[config.mk]
export PLATFORM = sky130hd
export DESIGN_NAME = dist_ram_arb
export DESIGN_NICKNAME = d
export VERILOG_FILES = /design/src/rtl/dist_ram_arb.sv
export SDC_FILE = /design/constraint.sdc
export NUM_CORES = 1
export LEC_CHECK = 0
export ABC_CLOCK_PERIOD_IN_PS = 2150
export CAP_MARGIN = 0
export CELL_PAD_IN_SITES_DETAIL_PLACEMENT = 1
export CELL_PAD_IN_SITES_GLOBAL_PLACEMENT = 1
export CORE_UTILIZATION = 32
export DETAILED_ROUTE_END_ITERATION = 12
export PLACE_DENSITY = 0.87
export REMOVE_ABC_BUFFERS = 1
export SYNTH_ARGS = -nofsm -noshare
export SYNTH_HDL_FRONTEND = slang
export SYNTH_SLANG_ARGS = --single-unit
[constraint.sdc]
create_clock -name clk -period 2.15 [get_ports clk]
set_input_delay 0.5375 -clock clk [delete_from_list [all_inputs] [get_ports clk]]
set_output_delay 0.5375 -clock clk [all_outputs]
set_load 0.01 [all_outputs]
[src/rtl/dist_ram_arb.sv]
// dist_ram_arb: two-requester round-robin front end for a distributed RAM
// with one write/shared port and an asynchronous read output (ram_spo).
// Requests accepted in cycle T drive the RAM port in T+1. Read data is
// returned on the originating requester's response port in T+2.
// Optional build macro DIST_RAM_ARB_CLEAR_EN adds a post-reset CLEAR walk
// that writes zero to every RAM address before requests are accepted.
module dist_ram_arb #(
  parameter int ADDR_WIDTH = 6,
  parameter int DATA_WIDTH = 16
) (
  input  logic                  clk,
  input  logic                  RST,
  input  logic                  req0_valid,
  input  logic                  req0_we,
  input  logic [ADDR_WIDTH-1:0] req0_addr,
  input  logic [DATA_WIDTH-1:0] req0_wdata,
  output logic                  req0_ready,
  input  logic                  req1_valid,
  input  logic                  req1_we,
  input  logic [ADDR_WIDTH-1:0] req1_addr,
  input  logic [DATA_WIDTH-1:0] req1_wdata,
  output logic                  req1_ready,
  output logic                  rsp0_valid,
  output logic [DATA_WIDTH-1:0] rsp0_rdata,
  output logic                  rsp1_valid,
  output logic [DATA_WIDTH-1:0] rsp1_rdata,
  output logic                  ram_we,
  output logic [ADDR_WIDTH-1:0] ram_a,
  output logic [DATA_WIDTH-1:0] ram_di,
  input  logic [DATA_WIDTH-1:0] ram_spo,
  output logic                  busy
);

  typedef enum logic {CLEAR = 1'b0, RUN = 1'b1} state_e;

  logic clr;

`ifdef DIST_RAM_ARB_CLEAR_EN
  state_e                state_q, state_d;
  logic [ADDR_WIDTH-1:0] cnt_q, cnt_d;

  // State and clear-address counter registers
  always_ff @(posedge clk or posedge RST) begin
    if (RST) begin
      state_q <= CLEAR;
      cnt_q   <= '0;
    end else begin
      state_q <= state_d;
      cnt_q   <= cnt_d;
    end
  end

  // Walk the counter through every address; the last address ends CLEAR
  // so the natural wrap to zero never restarts the walk.
  always_comb begin
    state_d = state_q;
    cnt_d   = cnt_q;
    if (state_q == CLEAR) begin
      cnt_d = cnt_q + 1'b1;
      if (&cnt_q) state_d = RUN;
    end
  end

  assign clr = (state_q == CLEAR);
`else
  assign clr = 1'b0;
`endif

  assign busy = clr;

  // ptr_q = last served requester; reset to 1 so req0 wins the first tie.
  logic ptr_q;
  logic acc0, acc1;

  // Ready only looks at the other side's valid: a requester is blocked only
  // when the other one is also asking and it was not served last.
  assign req0_ready = !clr && (!req1_valid || ptr_q);
  assign req1_ready = !clr && (!req0_valid || !ptr_q);
  assign acc0       = req0_valid && req0_ready;
  assign acc1       = req1_valid && req1_ready;

  // Last-served pointer follows each accept, holds otherwise
  always_ff @(posedge clk or posedge RST) begin
    if (RST)       ptr_q <= 1'b1;
    else if (acc0) ptr_q <= 1'b0;
    else if (acc1) ptr_q <= 1'b1;
  end

  // Access stage: drives the RAM port one cycle after accept.
  logic                  we_q, we_d;
  logic [ADDR_WIDTH-1:0] a_q, a_d;
  logic [DATA_WIDTH-1:0] di_q, di_d;
  logic                  rd_q, rd_d;
  logic                  id_q, id_d;

  // Select what the access stage holds next: clear write, accepted request,
  // or nothing (address/data hold, write strobe drops)
  always_comb begin
    we_d = 1'b0;
    a_d  = a_q;
    di_d = di_q;
    rd_d = 1'b0;
    id_d = id_q;
`ifdef DIST_RAM_ARB_CLEAR_EN
    if (clr) begin
      we_d = 1'b1;
      a_d  = cnt_q;
      di_d = '0;
    end else
`endif
    if (acc0) begin
      we_d = req0_we;
      a_d  = req0_addr;
      di_d = req0_wdata;
      rd_d = !req0_we;
      id_d = 1'b0;
    end else if (acc1) begin
      we_d = req1_we;
      a_d  = req1_addr;
      di_d = req1_wdata;
      rd_d = !req1_we;
      id_d = 1'b1;
    end
  end

  // Access stage registers
  always_ff @(posedge clk or posedge RST) begin
    if (RST) begin
      we_q <= 1'b0;
      a_q  <= '0;
      di_q <= '0;
      rd_q <= 1'b0;
      id_q <= 1'b0;
    end else begin
      we_q <= we_d;
      a_q  <= a_d;
      di_q <= di_d;
      rd_q <= rd_d;
      id_q <= id_d;
    end
  end

  assign ram_we = we_q;
  assign ram_a  = a_q;
  assign ram_di = di_q;

  // Response stage: capture the asynchronous RAM read at the end of the
  // access cycle and pulse the originating requester's response port.
  logic [1:0]            rsp_vld_q;
  logic [DATA_WIDTH-1:0] rdata0_q, rdata1_q;

  // Response valid pulses and read-data capture
  always_ff @(posedge clk or posedge RST) begin
    if (RST) begin
      rsp_vld_q <= 2'b00;
      rdata0_q  <= '0;
      rdata1_q  <= '0;
    end else begin
      rsp_vld_q[0] <= rd_q && !id_q;
      rsp_vld_q[1] <= rd_q && id_q;
      if (rd_q && !id_q) rdata0_q <= ram_spo;
      if (rd_q && id_q)  rdata1_q <= ram_spo;
    end
  end

  assign rsp0_valid = rsp_vld_q[0];
  assign rsp1_valid = rsp_vld_q[1];
  assign rsp0_rdata = rdata0_q;
  assign rsp1_rdata = rdata1_q;

endmodule

==> results.yml <==
place:
  port_buffers: 124
  gp_congestion: 0.6633
  post-place-ws_ns: -0.07126
  hpwlAfterDp_um: 5519
clock_network:
  cts-resized-gates: 1
  clkSinkCount: 60
  cts_tree: "yes"
  htree_num_levels: 3
  clk_path_buf_depth: 2
  numCtsBuffers: 9
  postCtsSetupBuffers: 0
  clk_pin_slew_ns: 0.07
  cts-root-buf: "clkbuf_8"
  post_cts_hold_buffer_count: 0
  clock_latency_ns: 0.32
finish:
  utilization_pct: 51.11
  num_antenna_cells: 0
  layout-drive-gt1-share_pct: 17.01
  final_nets: 403
  syn_to_final_growth_pct: 53.74
sta:
  layout_min_cycle_time_ns: 1.984
  fmax_ghz: 0.5039
  worst_pin_slew_ns: 0.5745
  rsz0062_at_grt: "no"
  timing.final.hold_violations: 0
  finalCritPeriodShare_pct: 92.30
  setup_tns_ns: 0
  clock_skew_ns: 0.006173
  relSlewSlack_pct: 61.70
  finalSetupViolations: 0
  slew_viol_final: 0
  fin_ws_ns: 0.1655
power:
  clkPwrFrac_pct: 26.0
  power_switching_uw: 1063
  max-vdd-ir-drop_mv: 0.4304
  p_int_uw: 2736
  switching_share_pct: 27.97
  seqPwrFrac_pct: 40.4
  pwr-share-comb_pct: 33.6
  leakagePower_uw: 0.001920
  pwr_density_cell_mw_per_mm2: 895.7
floorplan:
  die_width_um: 94.85
  num_rows: 33
  initial_core_util_pct: 33.24
  die_h_um: 94.85
  io_pins: 126
  core_area_mm2: 0.008299
  dieArea_mm2: 0.008997
setup_path:
  startpoint_type: "input pin"
  crit_type: "input pin to output pin"
  worstPathArrival_ns: 1.45
  rrSetupSlack_ns: 0.80
  timing.rr.start: "ptr_q$_DFFE_PP1P_"
  worstPathRequired_ns: 1.61
  cp-endpoint: "req0_ready"
  r2r_cells: 4
  cp_max_fo: 3
  cp-startpoint: "req1_valid"
  endpoint_kind: "output pin"
  rr_endpoint: "ram_a[0]$_DFFE_PP0P_"
global_routing:
  grt.overflow.total: 0
  grt_pass1_vias: 2576
  globalRouteTotalUtil_pct: 18.40
  grt_antenna_before_repair: 0
  grt_max_degree: 61
  grt_pass1_wl_um: 12570
detailed_routing:
  routed-via-count: 2222
  drt_iter0_drc: 58
  drc_errors: 0
  post_drt_wl_per_cell_um: 17.78
  vias_per_cell: 4.982
  ant_nets: 0
  routed_wl_um: 7928
  dr.pass1.iters: 4
yosys:
  netlist_instances: 214
  avgSynthCellArea_um2: 12.89
  yosys.area.top_type_share_pct: 53.51
  synth_seq_cells: 60
  yosys_warnings: 0
  syn_area_mm2: 0.002759
  ys_seq_area_share_pct: 54.47
  synthTopCellsByArea: "dfrtp_1, mux2_4, mux2i_1"
  synth.distinct_cells: 22
  yosysTopAreaCell: "dfrtp_1"
hold_path:
  hold_class: "register to register"
run_status:
  run_status: "complete, no violations"
flow_run:
  maxCapViolCount: 0
[power groups by stage]
stage / logic [uW] / registers (uW) / clock network [uW]
floorplan: 395 / 1650 / 0
global placement: 1250 / 1530 / 0
detailed placement: 1300 / 1550 / 0
CTS: 1300 / 1540 / 1030
global route: 1370 / 1560 / 1080
finish: 1280 / 1530 / 990
[cell usage in the layout, fill, tap and decap left out, drive strengths merged]
cell type | Yosys | routed
clkdlybuf4s50 | 0 | 122
dfrtp | 59 | 59
mux2 | 32 | 32
o21ai | 23 | 23
mux2i | 22 | 22
and3 | 22 | 22
a31oi | 22 | 22
clkbuf | 4 | 10
buf | 13 | 6
nand2 | 6 | 6
inv | 4 | 4
clkinv | 0 | 3
nand3 | 2 | 2
nand2b | 1 | 1
o22ai | 1 | 1
o21a | 1 | 1
conb | 1 | 1
clkinvlp | 0 | 1
bufinv | 0 | 1
dlygate4sd2 | 0 | 1
dfstp | 1 | 1
[stage by stage]
| step | instances | power (uW) | hold slack (ns) | area (um^2) |
|---|---|---|---|---|
| global placement | 431 | 2783 | 0.4888 | 4053 |
| finish | 446 | 3799 | 0.5136 | 4242 |
| global route | 446 | 4009 | 0.5356 | 4242 |
| floorplan | 197 | 2046 | 0.5501 | 2635 |
| detailed placement | 431 | 2848 | 0.4971 | 4053 |
| CTS | 446 | 3862 | 0.5183 | 4242 |
[cells by family (layout without fill, tap and decap cells)]
family,count (synthesis),after routing,synth area share [%]
flip-flops,60,60,54.47
multiplexers,54,54,23.49
AO/OA/AOI/OAI,47,47,9.660
AND/OR/NAND/NOR,31,31,7.211
buffers and inverters,21,148,5.033
other,1,1,0.1359
[cells in the mapped netlist, drive strengths merged]
cell	instances
conb	1
mux2	32
buf	13
o22ai	1
o21ai	23
o21a	1
mux2i	22
nand2b	1
clkbuf	4
dfstp	1
dfrtp	59
nand3	2
inv	4
nand2	6
a31oi	22
and3	22
[area by class of cell]
type / count / area, um^2
inverters: 4 / 15.01
multi-input cells: 133 / 1117
fillers: 864 / 4058
flip-flops and latches: 60 / 1503
well taps: 105 / 131.4
clock inverters: 5 / 52.55
repair buffers: 129 / 1285
clock buffers: 10 / 137.6
[layer usage]
metal  part of all wire (%)  track usage (%)  vias up
met5                      0                0        -
met4                    1.0            6.818        0
li1                       -                -     1024
met3                    4.5            3.623        6
met1                     39            20.43     1130
met2                     55            34.35       62
[worst max-delay path: stages]
cell and delay, ns:
clkdlybuf4s50_1 0.48, nand2b_1 0.11, dlygate4sd2_1 0.32
[flip-flops by register name, indices dropped and copies added (netlist names)]
signal / flops
rsp1_rdata: 16
rsp0_rdata: 16
ram_we: 1
id_q: 1
rsp_vld_q: 2
ram_a: 6
ptr_q: 1
ram_di: 16
rd_q: 1
[how the worst min path moves through the flow]
stage,from,cells after the start,to,slack [ns]
after global routing,rsp1_rdata[3]$_DFFE_PP0P_,1,rsp1_rdata[3]$_DFFE_PP0P_,0.54
after floorplan,rsp0_rdata[10]$_DFFE_PP0P_,1,rsp0_rdata[10]$_DFFE_PP0P_,0.55
after CTS,rsp1_rdata[0]$_DFFE_PP0P_,1,rsp1_rdata[0]$_DFFE_PP0P_,0.52
after global placement,rsp1_rdata[15]$_DFFE_PP0P_,1,rsp1_rdata[15]$_DFFE_PP0P_,0.49
final,rsp0_rdata[14]$_DFFE_PP0P_,1,rsp0_rdata[14]$_DFFE_PP0P_,0.51
after detailed placement,rsp1_rdata[6]$_DFFE_PP0P_,1,rsp1_rdata[6]$_DFFE_PP0P_,0.50
Power figures use the tool's default switching activity.
